**src/rtl/tx_pkt_scheduler_if.sv**
```systemverilog
// rtl/tx_pkt_scheduler_if.sv - source-side and packetizer-side AXIS signals of the tx packet scheduler
interface tx_pkt_scheduler_if #(
  parameter int NREQ  = 2,
  parameter int BYTES = 1
);
  logic [NREQ*BYTES*8-1:0] S_tdata;
  logic [NREQ-1:0]         S_tvalid;
  logic [NREQ-1:0]         S_tready;
  logic [BYTES*8-1:0]      M_tdata;
  logic                    M_tvalid;
  logic                    M_tready;
  logic                    M_tlast;
  logic                    M_tuser;

  modport master (
    input  S_tdata, S_tvalid, M_tready,
    output S_tready, M_tdata, M_tvalid, M_tlast, M_tuser
  );

  modport slave (
    output S_tdata, S_tvalid, M_tready,
    input  S_tready, M_tdata, M_tvalid, M_tlast, M_tuser
  );
endinterface

```
**src/rtl/tx_pkt_scheduler.sv**
```systemverilog
// rtl/tx_pkt_scheduler.sv - round-robin scheduler sharing the MIX-mode tx packetizer between NREQ sources
module tx_pkt_scheduler #(
  parameter int BYTES      = 1,
  parameter int NREQ       = 2,
  parameter int GAP_CYCLES = 4,
  parameter int TIMEOUT    = 65535
) (
  input  logic                 clk,
  input  logic                 rst_n,
  input  logic [3:0]           MODE_CTRL,
  input  logic [NREQ-1:0]      req,
  input  logic [NREQ*16-1:0]   req_len,
  input  logic [NREQ-1:0]      req_bpsk,
  tx_pkt_scheduler_if.master   axis,
  output logic [15:0]          payload_length,
  input  logic                 pkt_sent,
  output logic [NREQ-1:0]      gnt,
  output logic [NREQ-1:0]      done,
  output logic                 busy,
  output logic                 timeout_err,
  output logic                 len_err
);
  localparam int PW = $clog2(NREQ);
  localparam int DW = BYTES * 8;
  localparam int GW = $clog2(GAP_CYCLES) + 1;
  localparam logic [3:0] MODE_MIX = 4'b0100;

  typedef enum logic [1:0] {IDLE, STREAM, WAIT_SENT, GAP} state_t;

  state_t          state_q, state_d;
  logic [PW-1:0]   ptr_q, ptr_d;
  logic [PW-1:0]   gidx_q, gidx_d;
  logic [NREQ-1:0] gnt_q, gnt_d;
  logic [NREQ-1:0] done_q, done_d;
  logic            to_err_q, to_err_d;
  logic            len_err_q, len_err_d;
  logic [15:0]     plen_q, plen_d;
  logic            tuser_q, tuser_d;
  logic [15:0]     symbs_q, symbs_d;
  logic [15:0]     sym_cnt_q, sym_cnt_d;
  logic [15:0]     to_cnt_q, to_cnt_d;
  logic [GW-1:0]   gap_cnt_q, gap_cnt_d;
  logic            ps_q, ps_prev_q;

  logic            mix, found, xfer, m_valid, m_last;
  logic [PW-1:0]   win;
  logic [15:0]     win_len, win_symbs;
  logic            win_bpsk;

  function automatic logic [PW-1:0] wrap_idx(input logic [PW:0] s);
    return (s >= (PW+1)'(NREQ)) ? PW'(s - (PW+1)'(NREQ)) : PW'(s);
  endfunction

  assign mix = (MODE_CTRL == MODE_MIX);

  // First asserted request at or after ptr, scanning upward with wrap.
  always_comb begin
    found = 1'b0;
    win   = '0;
    for (int k = 0; k < NREQ; k++) begin
      if (!found && req[wrap_idx({1'b0, ptr_q} + (PW+1)'(k))]) begin
        found = 1'b1;
        win   = wrap_idx({1'b0, ptr_q} + (PW+1)'(k));
      end
    end
  end

  assign win_len   = req_len[win*16 +: 16];
  assign win_bpsk  = req_bpsk[win];
  assign win_symbs = win_bpsk ? win_len : (win_len >> 1);

  // Zero-latency data path so packetizer backpressure reaches the source directly.
  assign m_valid       = (state_q == STREAM) && axis.S_tvalid[gidx_q];
  assign m_last        = (state_q == STREAM) && (sym_cnt_q == symbs_q - 16'd1);
  assign xfer          = m_valid && axis.M_tready;
  assign axis.M_tdata  = axis.S_tdata[gidx_q*DW +: DW];
  assign axis.M_tvalid = m_valid;
  assign axis.M_tlast  = m_last;
  assign axis.M_tuser  = tuser_q;
  assign axis.S_tready = (state_q == STREAM) ? (NREQ'(axis.M_tready) << gidx_q) : '0;

  assign payload_length = plen_q;
  assign gnt            = gnt_q;
  assign done           = done_q;
  assign busy           = (state_q != IDLE);
  assign timeout_err    = to_err_q;
  assign len_err        = len_err_q;

  always_comb begin
    state_d   = state_q;
    ptr_d     = ptr_q;
    gidx_d    = gidx_q;
    gnt_d     = gnt_q;
    done_d    = '0;
    to_err_d  = 1'b0;
    len_err_d = 1'b0;
    plen_d    = plen_q;
    tuser_d   = tuser_q;
    symbs_d   = symbs_q;
    sym_cnt_d = sym_cnt_q;
    to_cnt_d  = to_cnt_q;
    gap_cnt_d = gap_cnt_q;
    case (state_q)
      IDLE: begin
        if (mix && found) begin
          plen_d    = win_len;
          tuser_d   = win_bpsk;
          symbs_d   = win_symbs;
          gidx_d    = win;
          ptr_d     = wrap_idx({1'b0, win} + (PW+1)'(1));
          if (win_symbs == 16'd0) begin
            done_d    = NREQ'(1) << win;
            len_err_d = 1'b1;
            gap_cnt_d = '0;
            state_d   = GAP;
          end else begin
            gnt_d     = NREQ'(1) << win;
            sym_cnt_d = '0;
            state_d   = STREAM;
          end
        end
      end
      STREAM: begin
        if (!mix) begin
          gnt_d   = '0;
          state_d = IDLE;
        end else if (xfer) begin
          sym_cnt_d = sym_cnt_q + 16'd1;
          if (m_last) begin
            to_cnt_d = '0;
            state_d  = WAIT_SENT;
          end
        end
      end
      WAIT_SENT: begin
        if (!mix) begin
          gnt_d   = '0;
          state_d = IDLE;
        end else if (ps_q && !ps_prev_q) begin
          done_d    = gnt_q;
          gnt_d     = '0;
          gap_cnt_d = '0;
          state_d   = GAP;
        end else if (to_cnt_q == 16'(TIMEOUT - 1)) begin
          to_err_d  = 1'b1;
          done_d    = gnt_q;
          gnt_d     = '0;
          gap_cnt_d = '0;
          state_d   = GAP;
        end else begin
          to_cnt_d = to_cnt_q + 16'd1;
        end
      end
      GAP: begin
        if (gap_cnt_q == GW'(GAP_CYCLES - 1)) state_d = IDLE;
        else gap_cnt_d = gap_cnt_q + GW'(1);
      end
      default: state_d = IDLE;
    endcase
  end

  always_ff @(posedge clk or negedge rst_n) begin
    if (!rst_n) begin
      state_q   <= IDLE;
      ptr_q     <= '0;
      gidx_q    <= '0;
      gnt_q     <= '0;
      done_q    <= '0;
      to_err_q  <= 1'b0;
      len_err_q <= 1'b0;
      plen_q    <= '0;
      tuser_q   <= 1'b1;
      symbs_q   <= '0;
      sym_cnt_q <= '0;
      to_cnt_q  <= '0;
      gap_cnt_q <= '0;
      ps_q      <= 1'b0;
      ps_prev_q <= 1'b1;
    end else begin
      state_q   <= state_d;
      ptr_q     <= ptr_d;
      gidx_q    <= gidx_d;
      gnt_q     <= gnt_d;
      done_q    <= done_d;
      to_err_q  <= to_err_d;
      len_err_q <= len_err_d;
      plen_q    <= plen_d;
      tuser_q   <= tuser_d;
      symbs_q   <= symbs_d;
      sym_cnt_q <= sym_cnt_d;
      to_cnt_q  <= to_cnt_d;
      gap_cnt_q <= gap_cnt_d;
      ps_q      <= pkt_sent;
      // Held high outside WAIT_SENT so a level already high on entry is not taken as an edge.
      ps_prev_q <= (state_q == WAIT_SENT) ? ps_q : 1'b1;
    end
  end
endmodule

```
**src/flat_wrapper.sv**
```systemverilog
// flat-port wrapper written by rule: the top's interface ports become plain ports
module tx_pkt_scheduler_flat 
#(
  parameter int BYTES      = 1,
  parameter int NREQ       = 2,
  parameter int GAP_CYCLES = 4,
  parameter int TIMEOUT    = 65535
)
  (clk, rst_n, MODE_CTRL, req, req_len, req_bpsk, payload_length, pkt_sent, gnt, done, busy, timeout_err, len_err, axis_S_tdata, axis_S_tvalid, axis_M_tready, axis_S_tready, axis_M_tdata, axis_M_tvalid, axis_M_tlast, axis_M_tuser);
  tx_pkt_scheduler_if #(.NREQ(NREQ), .BYTES(BYTES)) axis_i ();
  input  logic clk;
  input  logic rst_n;
  input  logic [3:0] MODE_CTRL;
  input  logic [NREQ-1:0] req;
  input  logic [NREQ*16-1:0] req_len;
  input  logic [NREQ-1:0] req_bpsk;
  output logic [15:0] payload_length;
  input  logic pkt_sent;
  output logic [NREQ-1:0] gnt;
  output logic [NREQ-1:0] done;
  output logic busy;
  output logic timeout_err;
  output logic len_err;
  input wire logic [$bits(axis_i.S_tdata)-1:0] axis_S_tdata;
  input wire logic [$bits(axis_i.S_tvalid)-1:0] axis_S_tvalid;
  input wire logic [$bits(axis_i.M_tready)-1:0] axis_M_tready;
  output wire logic [$bits(axis_i.S_tready)-1:0] axis_S_tready;
  output wire logic [$bits(axis_i.M_tdata)-1:0] axis_M_tdata;
  output wire logic [$bits(axis_i.M_tvalid)-1:0] axis_M_tvalid;
  output wire logic [$bits(axis_i.M_tlast)-1:0] axis_M_tlast;
  output wire logic [$bits(axis_i.M_tuser)-1:0] axis_M_tuser;
  assign axis_i.S_tdata = axis_S_tdata;
  assign axis_i.S_tvalid = axis_S_tvalid;
  assign axis_i.M_tready = axis_M_tready;
  assign axis_S_tready = axis_i.S_tready;
  assign axis_M_tdata = axis_i.M_tdata;
  assign axis_M_tvalid = axis_i.M_tvalid;
  assign axis_M_tlast = axis_i.M_tlast;
  assign axis_M_tuser = axis_i.M_tuser;
  tx_pkt_scheduler #(.BYTES(BYTES), .NREQ(NREQ), .GAP_CYCLES(GAP_CYCLES), .TIMEOUT(TIMEOUT)) u_core (.clk(clk), .rst_n(rst_n), .MODE_CTRL(MODE_CTRL), .req(req), .req_len(req_len), .req_bpsk(req_bpsk), .axis(axis_i), .payload_length(payload_length), .pkt_sent(pkt_sent), .gnt(gnt), .done(done), .busy(busy), .timeout_err(timeout_err), .len_err(len_err));
endmodule
```
**config.mk**
```make
export PLATFORM = sky130hd
export DESIGN_NAME = tx_pkt_scheduler_flat
export DESIGN_NICKNAME = d
export VERILOG_FILES = /design/src/rtl/tx_pkt_scheduler_if.sv /design/src/rtl/tx_pkt_scheduler.sv /design/src/flat_wrapper.sv
export SDC_FILE = /design/constraint.sdc
export NUM_CORES = 1
export LEC_CHECK = 0
export CAP_MARGIN = 30
export CORE_AREA = 2 2 141 108
export CTS_BUF_LIST = sky130_fd_sc_hd__clkbuf_8
export CTS_CLUSTER_SIZE = 24
export DETAILED_ROUTE_END_ITERATION = 8
export DIE_AREA = 0 0 143 110
export DONT_BUFFER_PORTS = 1
export GPL_ROUTABILITY_DRIVEN = 0
export HOLD_SLACK_MARGIN = 0.1
export SLEW_MARGIN = 15
export SYNTH_ARGS = -nofsm -noshare
export SYNTH_HDL_FRONTEND = slang
export SYNTH_SLANG_ARGS = --single-unit
```
**constraint.sdc**
```tcl
create_clock -name clk -period 3.6 [get_ports clk]
set_input_delay 0.36 -clock clk [delete_from_list [all_inputs] [get_ports clk]]
set_output_delay 0.36 -clock clk [all_outputs]
set_load 0.02 [all_outputs]
```
; ---- Yosys cells after proc, flatten, opt, wreduce, memory -nomap -nowiden
; Index checks and enable logic that the tools add are counted.
[word_totals]
reg_bits = 80
latchBits = 0
mem_bits_rw = 0
mem_bits_ro = 0
input_bits = 62
output_inout_bits = 36
mem_count = 0
[op_classes]
add_sub_neg = 9
mul = 0
n_div = 0
n_lt_le_gt_ge = 7
n_eq_ne = 23
n_shift = 4
mux = 67
bitwise = 0
reduce_logical = 21
[op_table]
columns = operator, count
row1 = $mux W16, 11
row2 = $pmux W16 S2, 2
row3 = $mux W2, 21
row4 = $add A16 B1 Y16 const B, 2
row5 = $shiftx A32 B6 Y16, 1
row6 = $mux W1, 23
row7 = $mux W3, 6
row8 = $eq A16 B16 Y1, 1
row9 = $eq A16 B16 Y1 const B, 1
row10 = $logic_not A16 Y1, 1
row11 = $shiftx A16 B5 Y8, 1
row12 = $sub A16 B1 Y16 const B, 1
row13 = $reduce_and A5 Y1, 3
row14 = $ne A2 B1 Y1 const B, 6
row15 = $ne A2 B2 Y1 const B, 6
row16 = $pmux W3 S3, 1
row17 = $lt A1 B2 Y1 const B, 4
row18 = $pmux W2 S4, 1
row19 = $reduce_and A7 Y1, 1
row20 = $logic_and A1 B1 Y1, 6
row21 = $ne A3 B3 Y1 const B, 2
row22 = $pmux W2 S3, 1
row23 = $reduce_and A6 Y1, 1
row24 = $reduce_bool A2 Y1, 3
row25 = other kinds (18), 25

; ---- Logic depth before layout (Yosys ltp)
[depth]
ltp_word = 15
mapped_depth = 12

; ---- Least setup slack after synthesis
; Ideal clock, no wire load.
[synth_timing]
kind = register to output
startpoint = reg u_core.symbs_q[0]
endpoint = out axis_M_tlast
t_arrival_ns = 2.614
required_ns = 3.240
setup_slack_ns = 0.626
path_stages_with_launch = 12
n_path_buf = 2
path_cell_list = dfrtp_1 > clkbuf_1 > inv_1 > ha_1 > or3b_2 > or4_1 > xnor2_1 > nor2_1 > and4_4 > buf_6 > nand2_2 > nor2_1
[synth_between]
elab_chain_len = 3
[synth_rtl]
columns = element, line_no
row1 = start: declaration, tx_pkt_scheduler.sv:39  ; logic [15:0] symbs_q, symbs_d;
row2 = start signal: assignment, tx_pkt_scheduler.sv:189  ; symbs_q <= symbs_d;
row3 = $sub A16 B1 Y16, tx_pkt_scheduler.sv:74  ; assign m_last = (state_q == STREAM) && (sym_cnt_q == symbs_q - 16'd1);
row4 = $eq A16 B16 Y1, tx_pkt_scheduler.sv:74
row5 = $logic_and A1 B1 Y1, tx_pkt_scheduler.sv:74
row6 = end: declaration, flat_wrapper.sv:30  ; output wire logic [$bits(axis_i.M_tlast)-1:0] axis_M_tlast;
; No other way between the ends.

; ---- Worst setup path after layout
; Ends and elaborated chain as after synthesis.

==> report_table.html <==
<table>
<tr><th>Metric</th><th>Value</th></tr>
<tr><th colspan="2">Placement</th></tr>
<tr><td>Area post-placement</td><td>about 5800 um2</td></tr>
<tr><td>Worst setup slack after placement</td><td>between 0.3 and 0.4 ns</td></tr>
<tr><td>Cell Count Post-Placement</td><td>841</td></tr>
<tr><td># port buffers</td><td>0</td></tr>
<tr><td>DPL Wire Length</td><td>10970 um</td></tr>
<tr><th colspan="2">Cells and area</th></tr>
<tr><td>Commonest cells after routing, fill and taps aside</td><td>sky130_fd_sc_hd__nand2_1 (108), sky130_fd_sc_hd__dfrtp_1 (78), sky130_fd_sc_hd__nor2_1 (53), sky130_fd_sc_hd__o21ai_0 (48), sky130_fd_sc_hd__nand3_1 (44)</td></tr>
<tr><td>Ant. Diodes</td><td>0</td></tr>
<tr><td>Proportion of layout cells with a drive suffix above 1</td><td>0.1212</td></tr>
<tr><td>FF+latch area</td><td>2004 um2</td></tr>
<tr><td>Area occupied by multi-input gates</td><td>3430 um2</td></tr>
<tr><td>Finished Cell Area</td><td>6087 um2</td></tr>
<tr><td>Filler cells</td><td>1427</td></tr>
<tr><td>Most common cell after layout, fill and taps aside</td><td>sky130_fd_sc_hd__nand2_1</td></tr>
<tr><td>Finished Layout Cells</td><td>between 800 and 900</td></tr>
<tr><td>Net count reported at finish</td><td>approximately 730</td></tr>
<tr><td>Area grow syn2layout</td><td>7.943%</td></tr>
<tr><th colspan="2">Yosys</th></tr>
<tr><td>Post-synthesis register bit count</td><td>80</td></tr>
<tr><td>Prevailing post-synth register cell</td><td>sky130_fd_sc_hd__dfrtp_1</td></tr>
<tr><td>Asr flop ratio synth</td><td>1.000</td></tr>
<tr><td>Sequential share of the synthesized area</td><td>0.3554</td></tr>
<tr><td>Yosys warnings</td><td>0</td></tr>
<tr><td>Count of different cell masters after synthesis</td><td>76</td></tr>
<tr><td>Number of flops mapped to enable cells by yosys</td><td>0</td></tr>
<tr><td>Area of the mapped netlist</td><td>between 5000 and 6000 um2</td></tr>
<tr><td>Instance count of the mapped netlist</td><td>about 670</td></tr>
<tr><td>Nets in the synthesized netlist</td><td>approximately 740</td></tr>
<tr><td>Syn Area/Cell</td><td>about 8.5 um2</td></tr>
<tr><th colspan="2">Floorplan</th></tr>
<tr><td>Initial core utilization</td><td>0.3940</td></tr>
<tr><td>Top-level I/O count</td><td>98</td></tr>
<tr><td>Cell row count</td><td>38</td></tr>
<tr><td>Area inside the core boundary</td><td>about 14000 um2</td></tr>
<tr><td>Die area</td><td>~16000 um2</td></tr>
<tr><td>Die H</td><td>110 um</td></tr>
<tr><td>Die boundary width</td><td>143 um</td></tr>
<tr><th colspan="2">GRT</th></tr>
<tr><td>Total congestion overflow after global routing</td><td>0</td></tr>
<tr><td>Number of global-route vias before repair</td><td>around 4900</td></tr>
<tr><td>Number of antenna violations at the first check in global routing</td><td>0</td></tr>
<tr><td>Overall track demand over capacity in global routing</td><td>0.2026</td></tr>
<tr><td>First-pass GRT wire length</td><td>about 25000 um</td></tr>
<tr><td>Pin count of the biggest net entering global routing</td><td>81</td></tr>
<tr><th colspan="2">Route</th></tr>
<tr><td>Post-detailed-routing wire length</td><td>about 15000 um</td></tr>
<tr><td>Antenna Violating Nets Remaining</td><td>0</td></tr>
<tr><td>Vias after detailed routing</td><td>5040</td></tr>
<tr><td>DR vias/cell</td><td>a little under 6</td></tr>
<tr><td>Iter 0 DRT Violations</td><td>328</td></tr>
<tr><td>Routed wire per std cell</td><td>17.47 um</td></tr>
<tr><td>DRC errors left</td><td>0</td></tr>
<tr><td>First-pass DRT Iterations</td><td>4</td></tr>
<tr><th colspan="2">Job</th></tr>
<tr><td>Maximum capacitance violations</td><td>0</td></tr>
<tr><th colspan="2">STA</th></tr>
<tr><td>Remaining max-slew budget at the tightest pin</td><td>0.4474</td></tr>
<tr><td>Final max-slew violation count</td><td>0</td></tr>
<tr><td>Maximum clock frequency</td><td>0.2967 GHz</td></tr>
<tr><td>Total of endpoints with negative setup slack in the final report</td><td>0</td></tr>
<tr><td>Minimum clock period after layout</td><td>between 3 and 4 ns</td></tr>
<tr><td>Hold_ws</td><td>around 0.2 ns</td></tr>
<tr><td>Worst path setup slack after routing</td><td>0.2302 ns</td></tr>
<tr><td>Measured slew at the worst slew-check pin</td><td>approximately 0.83 ns</td></tr>
<tr><td>Setup repair after global routing missed its margin</td><td>false</td></tr>
<tr><td>Clock skew after layout</td><td>~0.017 ns</td></tr>
<tr><td>Post-route clock period utilization</td><td>0.9361</td></tr>
<tr><td>Number of failing hold endpoints at the final stage</td><td>0</td></tr>
<tr><td>Setup TNS</td><td>0 ns</td></tr>
<tr><th colspan="2">Worst hold path</th></tr>
<tr><td>Hold WC Path Type</td><td>in2reg</td></tr>
<tr><th colspan="2">Pwr</th></tr>
<tr><td>Lkg Pwr</td><td>0.002642 uW</td></tr>
<tr><td>Power Dens Cells</td><td>roughly 690 nW/um2</td></tr>
<tr><td>Largest voltage drop on the vdd net</td><td>around 0.56 mV</td></tr>
<tr><th colspan="2">Clocking</th></tr>
<tr><td>CTS buffer count</td><td>9</td></tr>
<tr><td>CTS root buf</td><td>sky130_fd_sc_hd__clkbuf_8</td></tr>
<tr><td>CTS tree</td><td>yes</td></tr>
<tr><td>Number of buffers between clock root and the deepest sink</td><td>2</td></tr>
<tr><td>Max H-tree Level</td><td>3</td></tr>
<tr><td>Post-CTS setup buffer count</td><td>0</td></tr>
<tr><td>Clock transition at path regs</td><td>0.09 ns</td></tr>
<tr><td>Skew-Pair Late Insertion Delay</td><td>0.37 ns</td></tr>
<tr><td>Num Clock Sinks</td><td>80</td></tr>
<tr><th colspan="2">Setup path</th></tr>
<tr><td>Peak fanout along the critical path</td><td>11</td></tr>
<tr><td>Critical path arrival</td><td>about 3 ns</td></tr>
<tr><td>WS Path Type</td><td>reg2out</td></tr>
<tr><td>Series of cell instances along the critical path</td><td>inv_1 &gt; ha_1 &gt; or3b_2 &gt; or4_1 &gt; xnor2_1 &gt; nor2_1 &gt; and4_4 &gt; nand2_2 &gt; nor2_4</td></tr>
<tr><td>Worst Path Required</td><td>between 3 and 4 ns</td></tr>
<tr><td>Standard cell with the maximum stage delay on the critical path</td><td>sky130_fd_sc_hd__or3b_2</td></tr>
<tr><td>Delay of the slowest cell on the worst path</td><td>about 0.48 ns</td></tr>
<tr><td>Kind of end point of the critical path</td><td>primary output</td></tr>
<tr><td>Critical Path Source Type</td><td>register</td></tr>
<tr><th colspan="2">Run status</th></tr>
<tr><td>Outcome</td><td>finished, final reports clean</td></tr>
</table>
[power by group]
group / internal (uW) / switching [uW] / leakage (uW)
Sequential: 1190 / 524 / 0.00101
Clock: 415 / 368 / 0.000119
Combinational: 694 / 990 / 0.00152
Total: 2300 / 1880 / 0.00264
[cell usage after synthesis (7+ instances only)]
cell type	instances	share of area
sky130_fd_sc_hd__a211o_1	7	0.011
sky130_fd_sc_hd__a21oi_1	29	0.026
sky130_fd_sc_hd__and3_1	17	0.019
sky130_fd_sc_hd__clkbuf_1	25	0.017
sky130_fd_sc_hd__dfrtp_1	78	0.35
sky130_fd_sc_hd__ha_1	10	0.022
sky130_fd_sc_hd__inv_1	16	0.011
sky130_fd_sc_hd__mux2_2	28	0.056
sky130_fd_sc_hd__mux2i_1	29	0.051
sky130_fd_sc_hd__nand2_1	109	0.073
sky130_fd_sc_hd__nand2b_1	9	0.010
sky130_fd_sc_hd__nand3_1	44	0.039
sky130_fd_sc_hd__nand4_1	7	0.0078
sky130_fd_sc_hd__nor2_1	54	0.036
sky130_fd_sc_hd__nor3_1	11	0.0098
sky130_fd_sc_hd__nor4_1	8	0.0089
sky130_fd_sc_hd__o21ai_0	48	0.043
sky130_fd_sc_hd__o221ai_1	7	0.011
sky130_fd_sc_hd__or4_1	11	0.015
sky130_fd_sc_hd__xnor2_1	9	0.014
sky130_fd_sc_hd__xor2_1	8	0.012
[worst max-delay path, delay by kind of cell (launching register included)]
kind	cells	cell delay [ns]
and+or+nand+nor	6	1.69
DFF	1	0.46
adders and majority gates	1	0.25
xor gates and xnor gates	1	0.16
buffers and inverters	1	0.09
[what timing repair did]
| item | 4_1_cts | 5_1_grt |
|---|---|---|
| endpoints found under the hold margin | 81 | 0 |
| gates resized for setup | 0 | 2 |
| hold buffers | 3 | 0 |
| endpoints found under the setup margin | 0 | 1 |
[per-layer routing]
metal | routed length, um | track usage
met3 | 894 | 0.03844
met2 | 6475 | 0.3093
met1 | 7561 | 0.2947
met5 | 0 | 0
met4 | 94 | 0.05304
[through the flow]
step | utilization | power, uW
floorplan | - | 2968
global placement | 0.4056 | 3314
detailed placement | 0.4056 | 3371
CTS | 0.4248 | 4198
global route | 0.4253 | 4511
finish | 0.4253 | 4179
[flip-flops by register name (all words and copies together), names as in the netlist, 2 cells and up]
| name | flops |
|---|---|
| u_core.gap_cnt_q | 3 |
| u_core.gnt | 2 |
| u_core.to_cnt_q | 16 |
| u_core.payload_length | 16 |
| u_core.sym_cnt_q | 16 |
| u_core.symbs_q | 16 |
| u_core.done | 2 |
| u_core.state_q | 2 |
[layout make-up]
cell class | count | area share
multi-input combinational | 536 | 0.5634
sequential | 80 | 0.3293
tap | 200 | 0.04111
clock buffer | 10 | 0.02261
timing repair buffer | 12 | 0.01891
clock inverter | 6 | 0.01480
inverter | 16 | 0.009866
[cells by family (layout without fill, tap and decap cells)]
family,count (synthesis),in the layout,share of synthesized area
xor+xnor,17,17,0.02640
compound gates,138,138,0.1642
flops,80,80,0.3554
buf+inv,51,44,0.03816
fa+ha+maj,10,10,0.02219
mux,57,57,0.1074
simple gates,314,314,0.2862
[path summary, 6_finish.rpt]
check                      depth (start not counted)              start  slack [ns]                         to
setup / recovery                                   9  u_core.symbs_q[0]        0.23               axis_M_tlast
hold / removal                                     2        req_len[16]        0.20   u_core.payload_length[0]
setup reg to reg                                  10  u_core.symbs_q[0]        0.32         u_core.to_cnt_q[3]
hold reg to reg                                    1        u_core.ps_q        0.49           u_core.ps_prev_q
max in group asynchronous                          2              rst_n        2.69           u_core.ps_prev_q
min in group asynchronous                          2              rst_n        0.53  u_core.payload_length[10]
Note: power is estimated with default switching activity, not from simulation.
